File: src/rtl/header_pkg.sv
// ---------------------------------------------------------------------------
// header_pkg
// Shared definitions for the header emission path: the source index map
// (index order is emission order), the scheduler FSM state type, and the
// registered set_bit bus record presented to the packer.
// ---------------------------------------------------------------------------
package header_pkg;

    // Number of header sub-generators feeding the shared set_bit bus
    localparam int NUM_SRC = 5;

    // Source indices, in the order they are granted the bus
    localparam int SRC_FRAME_HEADER     = 0;
    localparam int SRC_MATRIX           = 1;
    localparam int SRC_PICTURE_HEADER   = 2;
    localparam int SRC_SLICE_SIZE_TABLE = 3;
    localparam int SRC_SLICE_HEADER     = 4;

    // Width of the set_bit value and size fields
    localparam int SB_W = 64;

    // Scheduler states
    typedef enum logic [2:0] {
        ST_IDLE,
        ST_LAUNCH,
        ST_RUN,
        ST_NEXT,
        ST_FINISH
    } sched_state_t;

    // One beat of the set_bit bus
    typedef struct packed {
        logic            enable;
        logic [SB_W-1:0] val;
        logic [SB_W-1:0] size_of_bit;
        logic            flush;
    } sb_bus_t;

endpackage

File: src/rtl/header_bit_counter.sv
// ---------------------------------------------------------------------------
// header_bit_counter
// Running bit position of the header stream plus per-source start offsets.
//
// Ports:
//   clock, reset   : system clock, synchronous active-high reset
//   clear          : zero the bit counter (start of a pass); offsets kept
//   add_en         : accepted set_bit enable this cycle
//   add_bits       : low 7 bits of the accepted size (0..64)
//   flush_en       : accepted byte-align request this cycle
//   capture_en     : latch current byte position for capture_idx
//   capture_idx    : source whose starting offset is being recorded
//   bit_cnt        : current bit position
//   offset_byte    : per-source byte offset where its output began
// ---------------------------------------------------------------------------
module header_bit_counter
#(
    parameter int NUM_SRC = 5,
    parameter int CNT_W   = 32,
    parameter int IDX_W   = 3
)
(
    input  logic                           clock,
    input  logic                           reset,
    input  logic                           clear,
    input  logic                           add_en,
    input  logic [6:0]                     add_bits,
    input  logic                           flush_en,
    input  logic                           capture_en,
    input  logic [IDX_W-1:0]               capture_idx,
    output logic [CNT_W-1:0]               bit_cnt,
    output logic [NUM_SRC-1:0][CNT_W-1:0]  offset_byte
);

    import header_pkg::*;

    logic [CNT_W-1:0]              cnt_q;
    logic [CNT_W-1:0]              cnt_sum;
    logic [CNT_W-1:0]              cnt_d;
    logic [NUM_SRC-1:0][CNT_W-1:0] offset_q;

    // Next bit position: the accepted size is added first and the flush
    // rounds the post-add value up to a byte boundary, so a beat carrying
    // both lands on the byte after its last bit. Arithmetic wraps at
    // 2^CNT_W. A new pass clears the counter regardless of bus activity.
    always_comb begin
        cnt_sum = cnt_q;
        if (add_en) begin
            cnt_sum = cnt_q + CNT_W'(add_bits);
        end
        cnt_d = cnt_sum;
        if (flush_en) begin
            cnt_d = (cnt_sum + CNT_W'(7)) & ~CNT_W'(7);
        end
        if (clear) begin
            cnt_d = '0;
        end
    end

    // Counter and offset registers. Offsets survive the start of a pass so
    // a skipped source keeps the value from the last pass it ran in; only
    // reset zeroes them.
    always_ff @(posedge clock) begin
        if (reset) begin
            cnt_q    <= '0;
            offset_q <= '0;
        end else begin
            cnt_q <= cnt_d;
            if (capture_en) begin
                offset_q[capture_idx] <= cnt_q >> 3;
            end
        end
    end

    assign bit_cnt     = cnt_q;
    assign offset_byte = offset_q;

endmodule

File: src/rtl/header_emit_scheduler.sv
// ---------------------------------------------------------------------------
// header_emit_scheduler
// Grants the shared set_bit bus to the header sub-generators one at a time
// in index order, with a start/done handshake, and registers the muxed bus.
// The source at REPEAT_SRC is re-run slice_num times per pass. The running
// bit position and each source's starting byte offset are tracked for
// downstream back-patching.
//
// Ports:
//   clock, reset      : system clock, synchronous active-high reset
//   start             : pulse, begins a pass (ignored unless idle)
//   src_mask          : participating sources, sampled at start
//   slice_num         : repeat count for REPEAT_SRC, sampled at start
//   src_start         : one-hot launch pulse to the granted source
//   src_enable/val/size_of_bit/flush : per-source set_bit signals
//   src_done          : per-source completion pulse
//   sb_*              : registered set_bit bus towards the packer
//   src_offset_byte   : per-source starting byte offset
//   total_bit         : bits emitted this pass
//   busy, done, error : pass status; error is sticky until next start
// ---------------------------------------------------------------------------
module header_emit_scheduler
#(
    parameter int NUM_SRC        = 5,
    parameter int REPEAT_SRC     = 4,
    parameter int TIMEOUT_CYCLES = 4096,
    parameter int CNT_W          = 32
)
(
    input  logic                          clock,
    input  logic                          reset,
    input  logic                          start,
    input  logic [NUM_SRC-1:0]            src_mask,
    input  logic [15:0]                   slice_num,
    output logic [NUM_SRC-1:0]            src_start,
    input  logic [NUM_SRC-1:0]            src_enable,
    input  logic [NUM_SRC-1:0][63:0]      src_val,
    input  logic [NUM_SRC-1:0][63:0]      src_size_of_bit,
    input  logic [NUM_SRC-1:0]            src_flush,
    input  logic [NUM_SRC-1:0]            src_done,
    output logic                          sb_enable,
    output logic [63:0]                   sb_val,
    output logic [63:0]                   sb_size_of_bit,
    output logic                          sb_flush,
    output logic [NUM_SRC-1:0][CNT_W-1:0] src_offset_byte,
    output logic [CNT_W-1:0]              total_bit,
    output logic                          busy,
    output logic                          done,
    output logic                          error
);

    import header_pkg::*;

    localparam int IDX_W = (NUM_SRC > 1) ? $clog2(NUM_SRC) : 1;
    localparam int TMO_W = (TIMEOUT_CYCLES > 1) ? $clog2(TIMEOUT_CYCLES) : 1;
    localparam logic [TMO_W-1:0] TMO_LAST = TMO_W'(TIMEOUT_CYCLES - 1);

    sched_state_t       state_q, state_d;
    logic [IDX_W-1:0]   idx_q, idx_d;
    logic [NUM_SRC-1:0] mask_q, mask_d;
    logic [15:0]        rep_q, rep_d;
    logic [TMO_W-1:0]   tmo_q, tmo_d;
    logic               error_q, error_d;

    logic [NUM_SRC-1:0] eff_mask;
    logic [NUM_SRC-1:0] grant_vec;
    logic               granted;
    logic               cnt_clear;
    logic               capture_en;
    logic               add_en;
    logic               flush_en;
    sb_bus_t            sb_q, sb_d;
    logic [CNT_W-1:0]   bit_cnt;
    int                 nxt;

    // Lowest masked index strictly above 'after'; -1 when none remains.
    // Scanning downwards lets the lowest qualifying index win.
    function automatic int next_masked(input logic [NUM_SRC-1:0] mask,
                                       input int after);
        int r;
        r = -1;
        for (int i = NUM_SRC - 1; i >= 0; i--) begin
            if (i > after && mask[i]) begin
                r = i;
            end
        end
        return r;
    endfunction

    // The repeating source is dropped from the pass entirely when it has
    // zero repeats, which keeps its previous offset untouched.
    always_comb begin
        eff_mask = src_mask;
        if (slice_num == 16'd0) begin
            eff_mask[REPEAT_SRC] = 1'b0;
        end
    end

    // The bus belongs to a source only while its RUN state is active; the
    // launch and inter-source cycles carry nothing.
    always_comb begin
        granted   = (state_q == ST_RUN);
        grant_vec = '0;
        if (granted) begin
            grant_vec[idx_q] = 1'b1;
        end
        add_en   = granted & src_enable[idx_q];
        flush_en = granted & src_flush[idx_q];
    end

    // Bus mux: copy the granted source verbatim, otherwise drive an idle
    // beat. The register after this gives the one-cycle lag to sb_*.
    always_comb begin
        sb_d = '0;
        if (granted) begin
            sb_d.enable      = src_enable[idx_q];
            sb_d.val         = src_val[idx_q];
            sb_d.size_of_bit = src_size_of_bit[idx_q];
            sb_d.flush       = src_flush[idx_q];
        end
    end

    // FSM next-state and control. A src_done arriving with the final
    // enable still lets that enable through (the counter sees add_en this
    // same cycle) before moving to NEXT. A stalled source is force-advanced
    // after TIMEOUT_CYCLES RUN cycles and flagged, and the pass carries on.
    // The repeat counter is decremented on each launch of REPEAT_SRC so that
    // NEXT relaunches while repeats remain.
    always_comb begin
        state_d    = state_q;
        idx_d      = idx_q;
        mask_d     = mask_q;
        rep_d      = rep_q;
        tmo_d      = tmo_q;
        error_d    = error_q;
        cnt_clear  = 1'b0;
        capture_en = 1'b0;
        src_start  = '0;
        nxt        = -1;

        if (|(src_enable & ~grant_vec)) begin
            error_d = 1'b1;
        end

        unique case (state_q)
            ST_IDLE: begin
                if (start) begin
                    mask_d    = eff_mask;
                    rep_d     = slice_num;
                    error_d   = 1'b0;
                    cnt_clear = 1'b1;
                    nxt       = next_masked(eff_mask, -1);
                    if (nxt >= 0) begin
                        idx_d   = IDX_W'(nxt);
                        state_d = ST_LAUNCH;
                    end else begin
                        state_d = ST_FINISH;
                    end
                end
            end
            ST_LAUNCH: begin
                src_start[idx_q] = 1'b1;
                capture_en       = 1'b1;
                tmo_d            = '0;
                if (int'(idx_q) == REPEAT_SRC) begin
                    rep_d = rep_q - 16'd1;
                end
                state_d = ST_RUN;
            end
            ST_RUN: begin
                if (src_done[idx_q]) begin
                    state_d = ST_NEXT;
                end else if (tmo_q == TMO_LAST) begin
                    error_d = 1'b1;
                    state_d = ST_NEXT;
                end else begin
                    tmo_d = tmo_q + TMO_W'(1);
                end
            end
            ST_NEXT: begin
                if (int'(idx_q) == REPEAT_SRC && rep_q != 16'd0) begin
                    state_d = ST_LAUNCH;
                end else begin
                    nxt = next_masked(mask_q, int'(idx_q));
                    if (nxt >= 0) begin
                        idx_d   = IDX_W'(nxt);
                        state_d = ST_LAUNCH;
                    end else begin
                        state_d = ST_FINISH;
                    end
                end
            end
            ST_FINISH: begin
                state_d = ST_IDLE;
            end
            default: begin
                state_d = ST_IDLE;
            end
        endcase
    end

    // State register; reset aborts any pass without a done pulse.
    always_ff @(posedge clock) begin
        if (reset) begin
            state_q <= ST_IDLE;
        end else begin
            state_q <= state_d;
        end
    end

    // Pass context, timeout counter, sticky error and the registered bus.
    always_ff @(posedge clock) begin
        if (reset) begin
            idx_q   <= '0;
            mask_q  <= '0;
            rep_q   <= '0;
            tmo_q   <= '0;
            error_q <= 1'b0;
            sb_q    <= '0;
        end else begin
            idx_q   <= idx_d;
            mask_q  <= mask_d;
            rep_q   <= rep_d;
            tmo_q   <= tmo_d;
            error_q <= error_d;
            sb_q    <= sb_d;
        end
    end

    header_bit_counter #(
        .NUM_SRC (NUM_SRC),
        .CNT_W   (CNT_W),
        .IDX_W   (IDX_W)
    ) u_bit_counter (
        .clock       (clock),
        .reset       (reset),
        .clear       (cnt_clear),
        .add_en      (add_en),
        .add_bits    (src_size_of_bit[idx_q][6:0]),
        .flush_en    (flush_en),
        .capture_en  (capture_en),
        .capture_idx (idx_q),
        .bit_cnt     (bit_cnt),
        .offset_byte (src_offset_byte)
    );

    assign sb_enable      = sb_q.enable;
    assign sb_val         = sb_q.val;
    assign sb_size_of_bit = sb_q.size_of_bit;
    assign sb_flush       = sb_q.flush;
    assign total_bit      = bit_cnt;
    assign busy           = (state_q == ST_LAUNCH) || (state_q == ST_RUN) ||
                            (state_q == ST_NEXT);
    assign done           = (state_q == ST_FINISH);
    assign error          = error_q;

endmodule

File: config.mk
export PLATFORM = sky130hd
export DESIGN_NAME = header_emit_scheduler
export DESIGN_NICKNAME = d
export VERILOG_FILES = /design/src/rtl/header_pkg.sv /design/src/rtl/header_bit_counter.sv /design/src/rtl/header_emit_scheduler.sv
export SDC_FILE = /design/constraint.sdc
export NUM_CORES = 1
export LEC_CHECK = 0
export ABC_AREA = 0
export ABC_CLOCK_PERIOD_IN_PS = 3900
export CAP_MARGIN = 20
export CORE_AREA = 4 4 387 389
export CTS_CLUSTER_DIAMETER = 100
export CTS_CLUSTER_SIZE = 24
export DETAILED_ROUTE_END_ITERATION = 10
export DIE_AREA = 0 0 391 393
export PLACE_DENSITY = 0.3
export SLEW_MARGIN = 25
export SYNTH_ARGS = -nofsm -noshare
export SYNTH_HDL_FRONTEND = slang
export SYNTH_HIERARCHICAL = 1
export SYNTH_SLANG_ARGS = --single-unit
File: constraint.sdc
create_clock -name clock -period 3.9 [get_ports clock]
set_clock_uncertainty 0.05 [all_clocks]
set_input_delay 0.975 -clock clock [delete_from_list [all_inputs] [get_ports clock]]
set_output_delay 0.975 -clock clock [all_outputs]
set_load 0.1 [all_outputs]
==> After elaboration in Yosys (flattened, before gate mapping) <==
Cells that the tools add are included.
{ "classes": {"addsub": 4, "eq_ne": 14, "n_reduce_logical": 23, "mux": 59, "magnitude_cmp": 8, "bitwise": 5} }
{ "ops": {"columns": ["cell", "count"], "rows": [
  ["2-to-1 mux 32 bit", 16],
  ["binary-select mux 64 bit (select 3 bit)", 2],
  ["bitwise mux 160 bit", 1],
  ["2-to-1 mux 64 bit", 2],
  ["demux 32 bit (select 3 bit)", 1],
  ["greater-or-equal comparator 32 x 1 -> 1 bit, second input constant", 2],
  ["adder 32 x 3 -> 32 bit, second input constant", 1],
  ["adder 32 x 7 -> 32 bit", 1],
  ["2-to-1 mux 16 bit", 2],
  ["one-hot mux 16 bit (2 select lines)", 1],
  ["2-to-1 mux 3 bit", 10],
  ["2-to-1 mux 12 bit", 2],
  ["one-hot mux 12 bit (2 select lines)", 1],
  ["zero test 16 bit", 1],
  ["nonzero test 16 bit", 1],
  ["subtractor 16 x 1 -> 16 bit, second input constant", 1],
  ["!= test 2 bit, second input constant", 7],
  ["adder 12 x 1 -> 12 bit, second input constant", 1],
  ["== test 12 bit, second input constant", 1],
  ["2-to-1 mux 1 bit", 12],
  ["one-hot mux 3 bit (4 select lines)", 1],
  ["2-to-1 mux 5 bit", 2],
  ["binary-select mux 1 bit (select 3 bit)", 3],
  ["== test 3 x 2 -> 1 bit, second input constant", 2],
  ["other kinds (25)", 39]
]} }
{ "totals": {"ff_bits": 362, "wordCells": 130, "out_inout_bits": 330, "input_bits": 679} }

==> Logic depth before layout (Yosys ltp) <==
Gate-level depths: netlist of the first run.
{ "logic_depth": {"ltp_word": 13, "mapped_depth": 18, "depth_no_buf": 14} }

==> Hierarchy <==
The synthesis of the first run kept the hierarchy.
{ "modules_own_cells": {"columns": ["module", "instances", "area_per_inst_um2", "seq_area_each_um2", "cells_per_inst"], "rows": [
  ["header_emit_scheduler", 1, 9655.5, 3383.2, 1195],
  ["header_bit_counter", 1, 7881.3, 3543.4, 993]
]} }

==> Worst setup path after synthesis of the first run <==
OpenSTA, ideal clock, no wires.
{ "synth_path": {"path_type": "reg2out", "startpoint": "register state_q[1]", "endpoint": "output src_start[2]", "setup_slack_ns": -0.504, "required_ns": 2.875, "arrival_time_ns": 3.379, "path_stages_with_launch": 6, "cell_sequence": "dfxtp_1 > buf_4 > or3b_2 > buf_2 > buf_1 > nor3_1"} }
{ "synth_via": {"elab_chain_cells": 2} }
{ "synth_lines": {"columns": ["item", "line", "source"], "rows": [
  ["start: declaration", "header_emit_scheduler.sv:58", "sched_state_t state_q, state_d;"],
  ["start signal: assignment", "header_emit_scheduler.sv:207", "state_q <= state_d;"],
  ["== test 3 x 1 -> 1 bit", "header_emit_scheduler.sv:145", "unique case (state_q)"],
  ["2-to-1 mux 5 bit", "header_emit_scheduler.sv:145", null],
  ["end: declaration", "header_emit_scheduler.sv:35", "output logic [NUM_SRC-1:0] src_start,"]
]} }
Every way passes these cells.

==> Final worst setup path of the first run <==
{ "layout_path": {"startpoint": "input src_size_of_bit[68] (netlist name)", "endpoint": "register u_bit_counter.cnt_q[29], in the netlist u_bit_counter/bit_cnt[29]"} }
{ "layout_via": {"elab_chain_cells": 6} }
{ "layout_lines": {"columns": ["item", "line", "source"], "rows": [
  ["start: declaration", "header_emit_scheduler.sv:38", "input logic [NUM_SRC-1:0][63:0] src_size_of_bit,"],
  ["binary-select mux 64 bit (select 3 bit) (*)", "header_emit_scheduler.sv:239", ".add_bits (src_size_of_bit[idx_q][6:0]),"],
  ["2-to-1 mux 64 bit (implied by the code) (*)", "header_emit_scheduler.sv:239", null],
  ["adder 32 x 7 -> 32 bit (*)", "header_bit_counter.sv:49", "cnt_sum = cnt_q + CNT_W'(add_bits);"],
  ["2-to-1 mux 32 bit (*)", "header_bit_counter.sv:48", "if (add_en) begin"],
  ["adder 32 x 3 -> 32 bit", "header_bit_counter.sv:53", "cnt_d = (cnt_sum + CNT_W'(7)) & ~CNT_W'(7);"],
  ["2-to-1 mux 32 bit (*)", "header_bit_counter.sv:52", "if (flush_en) begin"],
  ["end signal: assignment", "header_bit_counter.sv:68", "cnt_q <= cnt_d;"],
  ["end: declaration", "header_bit_counter.sv:37", "logic [CNT_W-1:0] cnt_q;"]
]} }
Mark *: on every way between the ends. The rest lies on a longest branch, timed or not. The select of a mux whose other input is x is not followed.
A chain may end at the register's enable or synchronous reset.

==> out/metrics.sh, run 1 <==
RR_WORST_DEPTH=16
VDD.IR_DROP.WORST_uV=261
STATUS='finished, violations left'
FIN_CELLS=5240
POSTLAYOUTSETUPSLACKWORST_PS=-213
TIMING.CRITICAL_PATH.FROM='src_size_of_bit[68]'
DPL-INSTANCE-AREA_SQ_UM=30400
FINALHOLDVIOLATIONS=0
AREA.GROWTH.SYNTH_TO_FINAL_PCT=86.1
TOTAL_POWER_DIVIDED_BY_CELL_AREA_nW_PER_UM2=480
GLOBALPLACE.CONGESTION=0.912
CP-END-KIND='register'
POWER.COMBINATIONAL.FRACTION=0.471
GRTUSAGETOTAL=0.198
TIMING.CRITICAL_PATH.CELLS='clkdlybuf4s50_1 > mux4_2 > a22o_4 > ha_4 > o211ai_1 > buf_4 > a21o_4 > buf_12 > a21oi_4 > mux2_4 > a211oi_4 > o211ai_4 > buf_4 > nor4_4 > xor2_1 > nor2_1'
DIE_WIDTH_UM=391
FAILED_CHECKS='setup timing'
FINAL_CELL_AREA_SQ_UM=32600
CRITPATHMAXFANOUT=6
NUMPLACEDINSTANCES=5109
SEQCELLAREA_SQ_UM=6930
CLOCK_TREE.HTREE_LEVEL_COUNT=2
NETSWITCHINGFRACTION=0.459
FLOORPLAN.CORE_AREA_SQ_UM=147000
INITIAL_DETAILED_ROUTING_VIOLATION_COUNT=1144
CTS-HOLD-FIX-BUFFERS=0
NETLIST.TOP_CELL.BY_AREA='sky130_fd_sc_hd__dfxtp_1'
MULTI_INPUT_COMB_AREA_SQ_UM=10200
NUMBER_OF_CLOCK_BUFFERS_INSERTED_BY_TRITONCTS=39
REGTOREGENDPOINT='u_bit_counter/bit_cnt[29]'
ANTENNA_LEFT=0
TIMING.FINAL.MAX_SLEW_VIOLATIONS=0
VIA_PER_INST=4.05
CELLLEAKAGEPOWER_nW=11.6
MAXCAPVIOLATIONS=0
SETUP_FAILING_EPS_FINAL=19
PLACEMENT_ROWS=141
WORSTREG2REGSTART='idx_q[0]'
CRIT_ARRIVAL_PS=4590
POSTROUTEWIRELENGTH_UM=160000
CTS.SINK_COUNT=346
CLK_PATH_BUF_DEPTH=3
CLOCK_LATENCY_PS=630
POSTSYNTH.TOPFLOPCELL='sky130_fd_sc_hd__dfxtp_1'
CRITICAL_PATH.N_BUFFERS_INVERTERS=4
CLK_PIN_SLEW_PS=90
CP_TOP_DELAY_FAMILY='compound AO/OA/AOI/OAI gates'
GRT-OVFL-TOTAL=0
FRACTION_OF_SYNTHESIS_FLOPS_USING_AN_ASYNCHRONOUS_SET_OR_RESET_PIN=0
GRT_PASS1_VIAS=21239
MAIN_AREA_CONTRIBUTORS_AFTER_SYNTHESIS='sky130_fd_sc_hd__dfxtp_1 (39%), sky130_fd_sc_hd__a21oi_1 (12%), sky130_fd_sc_hd__nand2_1 (7.5%), sky130_fd_sc_hd__mux2i_1 (7.1%), sky130_fd_sc_hd__a22oi_1 (5.4%)'
POWER_SHARE_OF_THE_SEQUENTIAL_GROUP=0.248
WORSTSETUPSTARTPOINTTYPE='input port'
GRT_SETUP_UNREPAIRED='yes'
DETAILEDROUTE.FIRSTPASSITERATIONCOUNT=5
MOST_USED_CELL_CP='sky130_fd_sc_hd__buf_4'
CRITICAL_PATH_DEPTH=16
YOSYS_WARNINGS=6
WORST_EP_REQUIRED_TIME_PS=4380
REG2REG_SETUP_SLACK_PS=-140
DRC_ERRORS=0
MAXSLEWHEADROOM=0.292
SYNTHDOMINANTCELLAREASHARE=0.395
INITIAL_CORE_UTIL=0.119
SLOWEST_STAGE='sky130_fd_sc_hd__mux4_2'
HOLD_CLASS='reg2reg'
PLACEMENT.SETUP.WORST_SLACK_PS=-1410
IO_PINS=1009
TIMING.FINAL.CRIT_PERIOD_PS=4110
TIMING.CRITICAL_PATH.TO='u_bit_counter/bit_cnt[29]'
GRT_START_MAX_NET_PINS=141
PWR-SHARE-CLK=0.282
CTS.ROOT.BUFFER_CELL='sky130_fd_sc_hd__clkbuf_16'
SWITCHING_COMPONENT_OF_THE_POWER_mW=7.19
DP_HPWL_UM=133000
POST_SYNTHESIS_INSTANCE_AREA_SQ_UM=17500
SYNTHCELLS=2188
NUM-NETS-FINAL=3939
NUMBER_OF_ENABLE_TYPE_REGISTER_CELLS_IN_THE_SYNTHESIZED_NETLIST=0
UTILIZATION=0.222
FINAL_LAYOUT_SIZE_SUFFIX_GT1_FRAC=0.174
POST_SYNTH.CELL_AREA_AVG_SQ_UM=8.01
GLOBAL_ROUTE_WIRE_LENGTH_BEFORE_REPAIR_UM=205000
FMAX_GHz=0.243
SYNTH.YOSYS.SEQ_AREA_SHARE=0.395
ANTENNA_FOUND_INITIAL=138
POWER.INTERNAL_mW=8.47
FILLCELLCOUNT=16386
NUM_VIAS=21201
WORST_PATH_LARGEST_CELL_DELAY_PS=470
MAX_SLEW.WORST_PIN.SLEW_PS=1060
FINALPOWER_mW=15.7
PORT_BUFFERS=993
DESIGN.DIE.AREA_SQ_UM=154000
TRITONCTS='yes'
DETAIL_ROUTE.WL_PER_CELL_UM=30.6
FP.DIEH_UM=393
SYNTHDISTINCTLIBCELLS=93
CRITICALPATHCATEGORY='in2reg'
PORTION_OF_THE_CLOCK_CYCLE_CONSUMED_BY_THE_WORST_PATH_IN_THE_FINAL_LAYOUT=1.05
YOSYS_REGISTER_BITS=346
==> stage by stage <==
step / setup TNS [ps] / hold slack [ps]
6_report: -2680 / 405
3_3_place_gp: -32010 / 392
3_5_place_dp: -32290 / 396
2_1_floorplan: -2120 / 394
5_1_grt: -4990 / 427
4_1_cts: -2580 / 408
==> worst register-to-register path, cell delays in order (launching register included) <==
cell,delay (ps)
sky130_fd_sc_hd__dfxtp_4,450
sky130_fd_sc_hd__buf_8,170
sky130_fd_sc_hd__mux4_2,550
sky130_fd_sc_hd__a22o_1,270
sky130_fd_sc_hd__ha_4,290
sky130_fd_sc_hd__o211ai_1,160
sky130_fd_sc_hd__buf_4,180
sky130_fd_sc_hd__a21o_4,200
sky130_fd_sc_hd__buf_12,140
sky130_fd_sc_hd__a21oi_4,230
sky130_fd_sc_hd__mux2_4,340
sky130_fd_sc_hd__a211oi_4,240
sky130_fd_sc_hd__o211ai_4,170
sky130_fd_sc_hd__buf_4,190
sky130_fd_sc_hd__nor4_4,130
sky130_fd_sc_hd__xor2_1,170
sky130_fd_sc_hd__nor2_1,60
==> synthesized netlist by cell type, drive strengths merged (18+ instances only) <==
| master | instances |
|---|---|
| a21oi | 433 |
| a22oi | 127 |
| and2 | 18 |
| buf | 91 |
| clkbuf | 110 |
| dfxtp | 346 |
| inv | 18 |
| mux2i | 125 |
| nand2 | 351 |
| nand3 | 30 |
| nor2 | 192 |
| nor3 | 40 |
| nor4 | 21 |
| o21ai | 31 |
| xnor2 | 18 |
| xor2 | 18 |
==> cell usage in the layout, fill, tap and decap left out, types with 19 or more instances in the layout <==
| cell type | count |
|---|---|
| sky130_fd_sc_hd__a21oi_1 | 427 |
| sky130_fd_sc_hd__buf_4 | 341 |
| sky130_fd_sc_hd__nor2_1 | 185 |
| sky130_fd_sc_hd__a22oi_1 | 126 |
| sky130_fd_sc_hd__nor3_1 | 24 |
| sky130_fd_sc_hd__diode_2 | 31 |
| sky130_fd_sc_hd__mux2i_1 | 125 |
| sky130_fd_sc_hd__o21ai_0 | 19 |
| sky130_fd_sc_hd__clkdlybuf4s50_1 | 812 |
| sky130_fd_sc_hd__clkbuf_16 | 40 |
| sky130_fd_sc_hd__nand2_1 | 349 |
| sky130_fd_sc_hd__buf_12 | 21 |
| sky130_fd_sc_hd__nand3_1 | 26 |
| sky130_fd_sc_hd__dfxtp_1 | 344 |
==> flip-flops by register name (all words and copies together) (netlist names) <==
signal                     count
u_bit_counter/offset_byte    145
sb_size_of_bit                64
sb_val                        64
u_bit_counter/bit_cnt         32
rep_q                         16
tmo_q                         12
mask_q                         4
idx_q                          3
state_q                        3
error                          1
sb_enable                      1
sb_flush                       1
==> what timing repair did <==
item,CTS,global route
resized for setup,80,23
setup buffers,27,4
endpoints found under the setup margin,26,22
hold endpoints to repair,0,0
pin swaps,39,15
cloned,1,0
==> layout make-up <==
type | count | share of cell area
repair buffers | 1206 | 0.351
multi-input cells | 1637 | 0.313
clock inverters | 30 | 0.0140
flip-flops and latches | 346 | 0.212
well taps | 1930 | 0.0740
clock buffers | 41 | 0.0308
inverters | 19 | 0.00219
diodes | 31 | 0.00238
==> worst min-delay path by stage <==
| stage | to | slack, ps | depth (start not counted) | from |
|---|---|---|---|---|
| final | u_bit_counter/offset_byte[137] | 410 | 2 | u_bit_counter/offset_byte[137] |
| after global routing | u_bit_counter/offset_byte[138] | 430 | 2 | u_bit_counter/offset_byte[138] |
| after CTS | u_bit_counter/offset_byte[72] | 410 | 2 | u_bit_counter/offset_byte[72] |
| after detailed placement | u_bit_counter/offset_byte[87] | 400 | 2 | u_bit_counter/offset_byte[87] |
| after global placement | u_bit_counter/offset_byte[15] | 390 | 2 | u_bit_counter/offset_byte[15] |
| after floorplan | rep_q[14] | 390 | 2 | rep_q[14] |
==> power by group through the flow <==
stage | Sequential (mW) | Clock, mW | Combinational [mW]
after floorplan | 4.93 | 0 | 2.97
after global placement | 3.97 | 0 | 7.33
after detailed placement | 3.97 | 0 | 7.29
after CTS | 3.88 | 4.66 | 7.50
after global routing | 3.91 | 4.74 | 7.83
final | 3.88 | 4.41 | 7.37
==> per-layer routing <==
metal / wire length [um] / up-vias / track usage / part of all wire
met5: 128 / - / 0 / 0.00080
met4: 4870 / 20 / 0.0487 / 0.030
met3: 15300 / 251 / 0.0751 / 0.095
met2: 79000 / 920 / 0.349 / 0.49
met1: 61100 / 10102 / 0.225 / 0.38
li1: - / 9908 / - / -
==> cell families after synthesis <==
| logic type | count (synthesis) | synth area share |
|---|---|---|
| AND/OR/NAND/NOR | 747 | 0.199 |
| AO/OA/AOI/OAI | 690 | 0.238 |
| flip-flops | 346 | 0.395 |
| buffers and inverters | 220 | 0.0574 |
| multiplexers | 137 | 0.0848 |
| XOR/XNOR | 36 | 0.0180 |
| adder cells (fa/ha/maj) | 11 | 0.00828 |
| other | 1 | 0.000214 |
No activity file was read; power rests on OpenSTA's default activity.
==> run 2: changes to the inputs <==
- CELL_PAD_IN_SITES_DETAIL_PLACEMENT: not set -> 1
- CELL_PAD_IN_SITES_GLOBAL_PLACEMENT: not set -> 1
- CORE_AREA: 4 4 387 389 -> 4 4 391 393
- CTS_CLUSTER_SIZE: 24 -> 30
- DIE_AREA: 0 0 391 393 -> 0 0 395 397
- GPL_TIMING_DRIVEN: not set -> 0
- PLACE_DENSITY: 0.3 -> 0.4
==> run 2 against run 1 <==
  * The run still ends with setup timing left
  * Maximum frequency decreased by 3.7%
  * Combinational power increased by 2%
  * Sequential power about the same
  * First-iteration DRC count increased by 19%
  * Flip-flop and latch count unchanged
  * Non-clock buffer count increased by 48
  * Largest cell class unchanged
  * Highest routed layer unchanged
==> out/metrics.sh, run 2 (synthesis results as in run 1) <==
STATUS='finished, violations left'  # unchanged
FAILED_CHECKS='setup timing'  # unchanged
CLOCK_TREE.HTREE_LEVEL_COUNT=2  # unchanged
GRT_START_MAX_NET_PINS=30  # was 141
SLOWEST_STAGE='sky130_fd_sc_hd__mux4_2'  # unchanged
POSTLAYOUTSETUPSLACKWORST_PS=-370  # was -213 ps
CLK_PATH_BUF_DEPTH=3  # unchanged
FMAX_GHz=0.234  # was 0.243 GHz
WORSTSETUPSTARTPOINTTYPE='input port'  # unchanged
PORT_BUFFERS=993  # unchanged
AREA.GROWTH.SYNTH_TO_FINAL_PCT=84.8  # was 86.1%
LAYOUT.CELLS.MOST_COMMON_LIST='sky130_fd_sc_hd__clkdlybuf4s50_1 (910), sky130_fd_sc_hd__a21oi_1 (426), sky130_fd_sc_hd__nand2_1 (351)'  # was sky130_fd_sc_hd__clkdlybuf4s50_1 (812), sky130_fd_sc_hd__a21oi_1 (427), sky130_fd_sc_hd__nand2_1 (349)
IO_PINS=1009  # unchanged
CRIT_ARRIVAL_PS=4710  # was 4590 ps
PLACEMENT.SETUP.WORST_SLACK_PS=-1930  # was -1410 ps
NUM_VIAS=21967  # was 21201
GRT_SETUP_UNREPAIRED='yes'  # unchanged
CTS-HOLD-FIX-BUFFERS=0  # unchanged
TIMING.CRITICAL_PATH.CELLS='clkdlybuf4s50_1 > mux4_2 > a22o_4 > ha_4 > o211ai_1 > a21o_4 > buf_6 > a2111oi_4 > xnor2_2 > a211oi_4 > o211ai_4 > buf_4 > nor4_4 > xor2_1 > nor2_1'  # was clkdlybuf4s50_1 > mux4_2 > a22o_4 > ha_4 > o211ai_1 > buf_4 > a21o_4 > buf_12 > a21oi_4 > mux2_4 > a211oi_4 > o211ai_4 > buf_4 > nor4_4 > xor2_1 > nor2_1
GRT-OVFL-TOTAL=0  # unchanged
VIA_PER_INST=4.09  # was 4.05
ANTENNA_FOUND_INITIAL=133  # was 138
CP-END-KIND='register'  # unchanged
DETAILEDROUTE.FIRSTPASSITERATIONCOUNT=6  # was 5
VDD.IR_DROP.WORST_uV=223  # was 261 uV
FLOORPLAN.CORE_AREA_SQ_UM=149000  # was 147000 sq um
DP_HPWL_UM=146000  # was 133000 um
DESIGN.DIE.AREA_SQ_UM=157000  # was 154000 sq um
LARGEST_REGISTER_FFS=145  # unchanged
TRITONCTS='yes'  # unchanged
DRC_ERRORS=0  # unchanged
HOLD_CLASS='reg2reg'  # unchanged
FINAL_LAYOUT_SIZE_SUFFIX_GT1_FRAC=0.122  # was 0.174
CRITICAL_PATH.N_BUFFERS_INVERTERS=3  # was 4
WORST_EP_REQUIRED_TIME_PS=4340  # was 4380 ps
GRTUSAGETOTAL=0.207  # was 0.198
CLK_PIN_SLEW_PS=100  # was 90 ps
TIMING.FINAL.CRIT_PERIOD_PS=4270  # was 4110 ps
SETUP_FAILING_EPS_FINAL=20  # was 19
SETUP_TOTAL_NEGATIVE_SLACK_PS=-4850  # was -2680 ps
NUMBER_OF_CLOCK_BUFFERS_INSERTED_BY_TRITONCTS=35  # was 39
GRT_PASS1_VIAS=22393  # was 21239
CRITICALPATHCATEGORY='in2reg'  # unchanged
NUM-NETS-FINAL=3982  # was 3939
DIE_WIDTH_UM=395  # was 391 um
GLOBALPLACE.CONGESTION=0.922  # was 0.912
MAX_SLEW.WORST_PIN.SLEW_PS=1210  # was 1060 ps
TIMING.FINAL.MAX_SLEW_VIOLATIONS=0  # unchanged
CLOCK_LATENCY_PS=620  # was 630 ps
CTS.SINK_COUNT=346  # unchanged
INITIAL_DETAILED_ROUTING_VIOLATION_COUNT=1359  # was 1144
MOSTFREQUENTLAYOUTCELL='sky130_fd_sc_hd__clkdlybuf4s50_1'  # unchanged
CTS.ROOT.BUFFER_CELL='sky130_fd_sc_hd__clkbuf_16'  # unchanged
INITIAL_CORE_UTIL=0.117  # was 0.119
WORST_PATH_LARGEST_CELL_DELAY_PS=510  # was 470 ps
ANTENNA_LEFT=0  # unchanged
CRITPATHMAXFANOUT=7  # was 6
FINALPOWER_mW=15.4  # was 15.7 mW
FINALHOLDVIOLATIONS=0  # unchanged
MAXSLEWHEADROOM=0.196  # was 0.292
CELLLEAKAGEPOWER_nW=11.1  # was 11.6 nW
DETAIL_ROUTE.WL_PER_CELL_UM=31.7  # was 30.6 um
GLOBAL_ROUTE_WIRE_LENGTH_BEFORE_REPAIR_UM=218000  # was 205000 um
FP.DIEH_UM=397  # was 393 um
PORTION_OF_THE_CLOCK_CYCLE_CONSUMED_BY_THE_WORST_PATH_IN_THE_FINAL_LAYOUT=1.09  # was 1.05
TOTAL_POWER_DIVIDED_BY_CELL_AREA_nW_PER_UM2=475  # was 480 nW/um^2
PLACEMENT_ROWS=142  # was 141
POSTROUTEWIRELENGTH_UM=170000  # was 160000 um
CP_TOP_DELAY_FAMILY='compound AO/OA/AOI/OAI gates'  # unchanged
MAXCAPVIOLATIONS=0  # unchanged
run 2: power breakdown:
part           internal, mW  total [mW]  switching (mW)
clock                  1.88        3.99            2.10
combinational          2.41        7.50            5.09
sequential             3.75        3.90           0.148
total                  8.04        15.4            7.34
run 2: through the flow:
step	cells	hold slack, ps	util	cell area, sq um
after floorplan	2202	394	-	17700
after global placement	5211	392	0.202	30100
after detailed placement	5217	400	0.200	29900
after CTS	5317	413	0.214	32000
after global routing	5348	426	0.216	32300
final	5377	410	0.217	32400
run 2: repair_timing:
action,4_1_cts,5_1_grt
buffers inserted,38,18
hold endpoints to repair,0,0
pin swaps,25,39
gates resized for setup,132,40
endpoints found under the setup margin,60,33
gates cloned,2,0
run 2: worst paths after layout:
kind | from | end | slack (ps) | cells after the start
hold / removal | u_bit_counter/offset_byte[47] | u_bit_counter/offset_byte[47] | 410 | 2
hold reg to reg | u_bit_counter/offset_byte[47] | u_bit_counter/offset_byte[47] | 410 | 2
setup / recovery | src_size_of_bit[3] | u_bit_counter/bit_cnt[29] | -370 | 15
setup reg to reg | idx_q[0] | u_bit_counter/bit_cnt[29] | -310 | 16
run 2: tightest hold or removal path, cell delays in order, from the launching register on:
cell	delay [ps]
sky130_fd_sc_hd__dfxtp_1	310
sky130_fd_sc_hd__nand2_1	50
sky130_fd_sc_hd__a21oi_1	50
run 2: cell type report:
cell class              instances  area (sq um)
plain buffers                 196          1030
multi-input cells            1636         10200
inverters                      19          78.8
well taps                    2016          2520
repair buffers               1058         10200
diodes                         42           105
flip-flops and latches        346          6940
fillers                     17607        117000
clock inverters                26           374
clock buffers                  38           908
run 2: routing by layer:
metal  up-vias  global-route usage  part of all wire
met1     10786               0.231              0.38
met2       903               0.368              0.49
met5         -                   0            0.0013
met4        36              0.0494             0.034
li1      10005                   -                 -
met3       237              0.0802             0.093
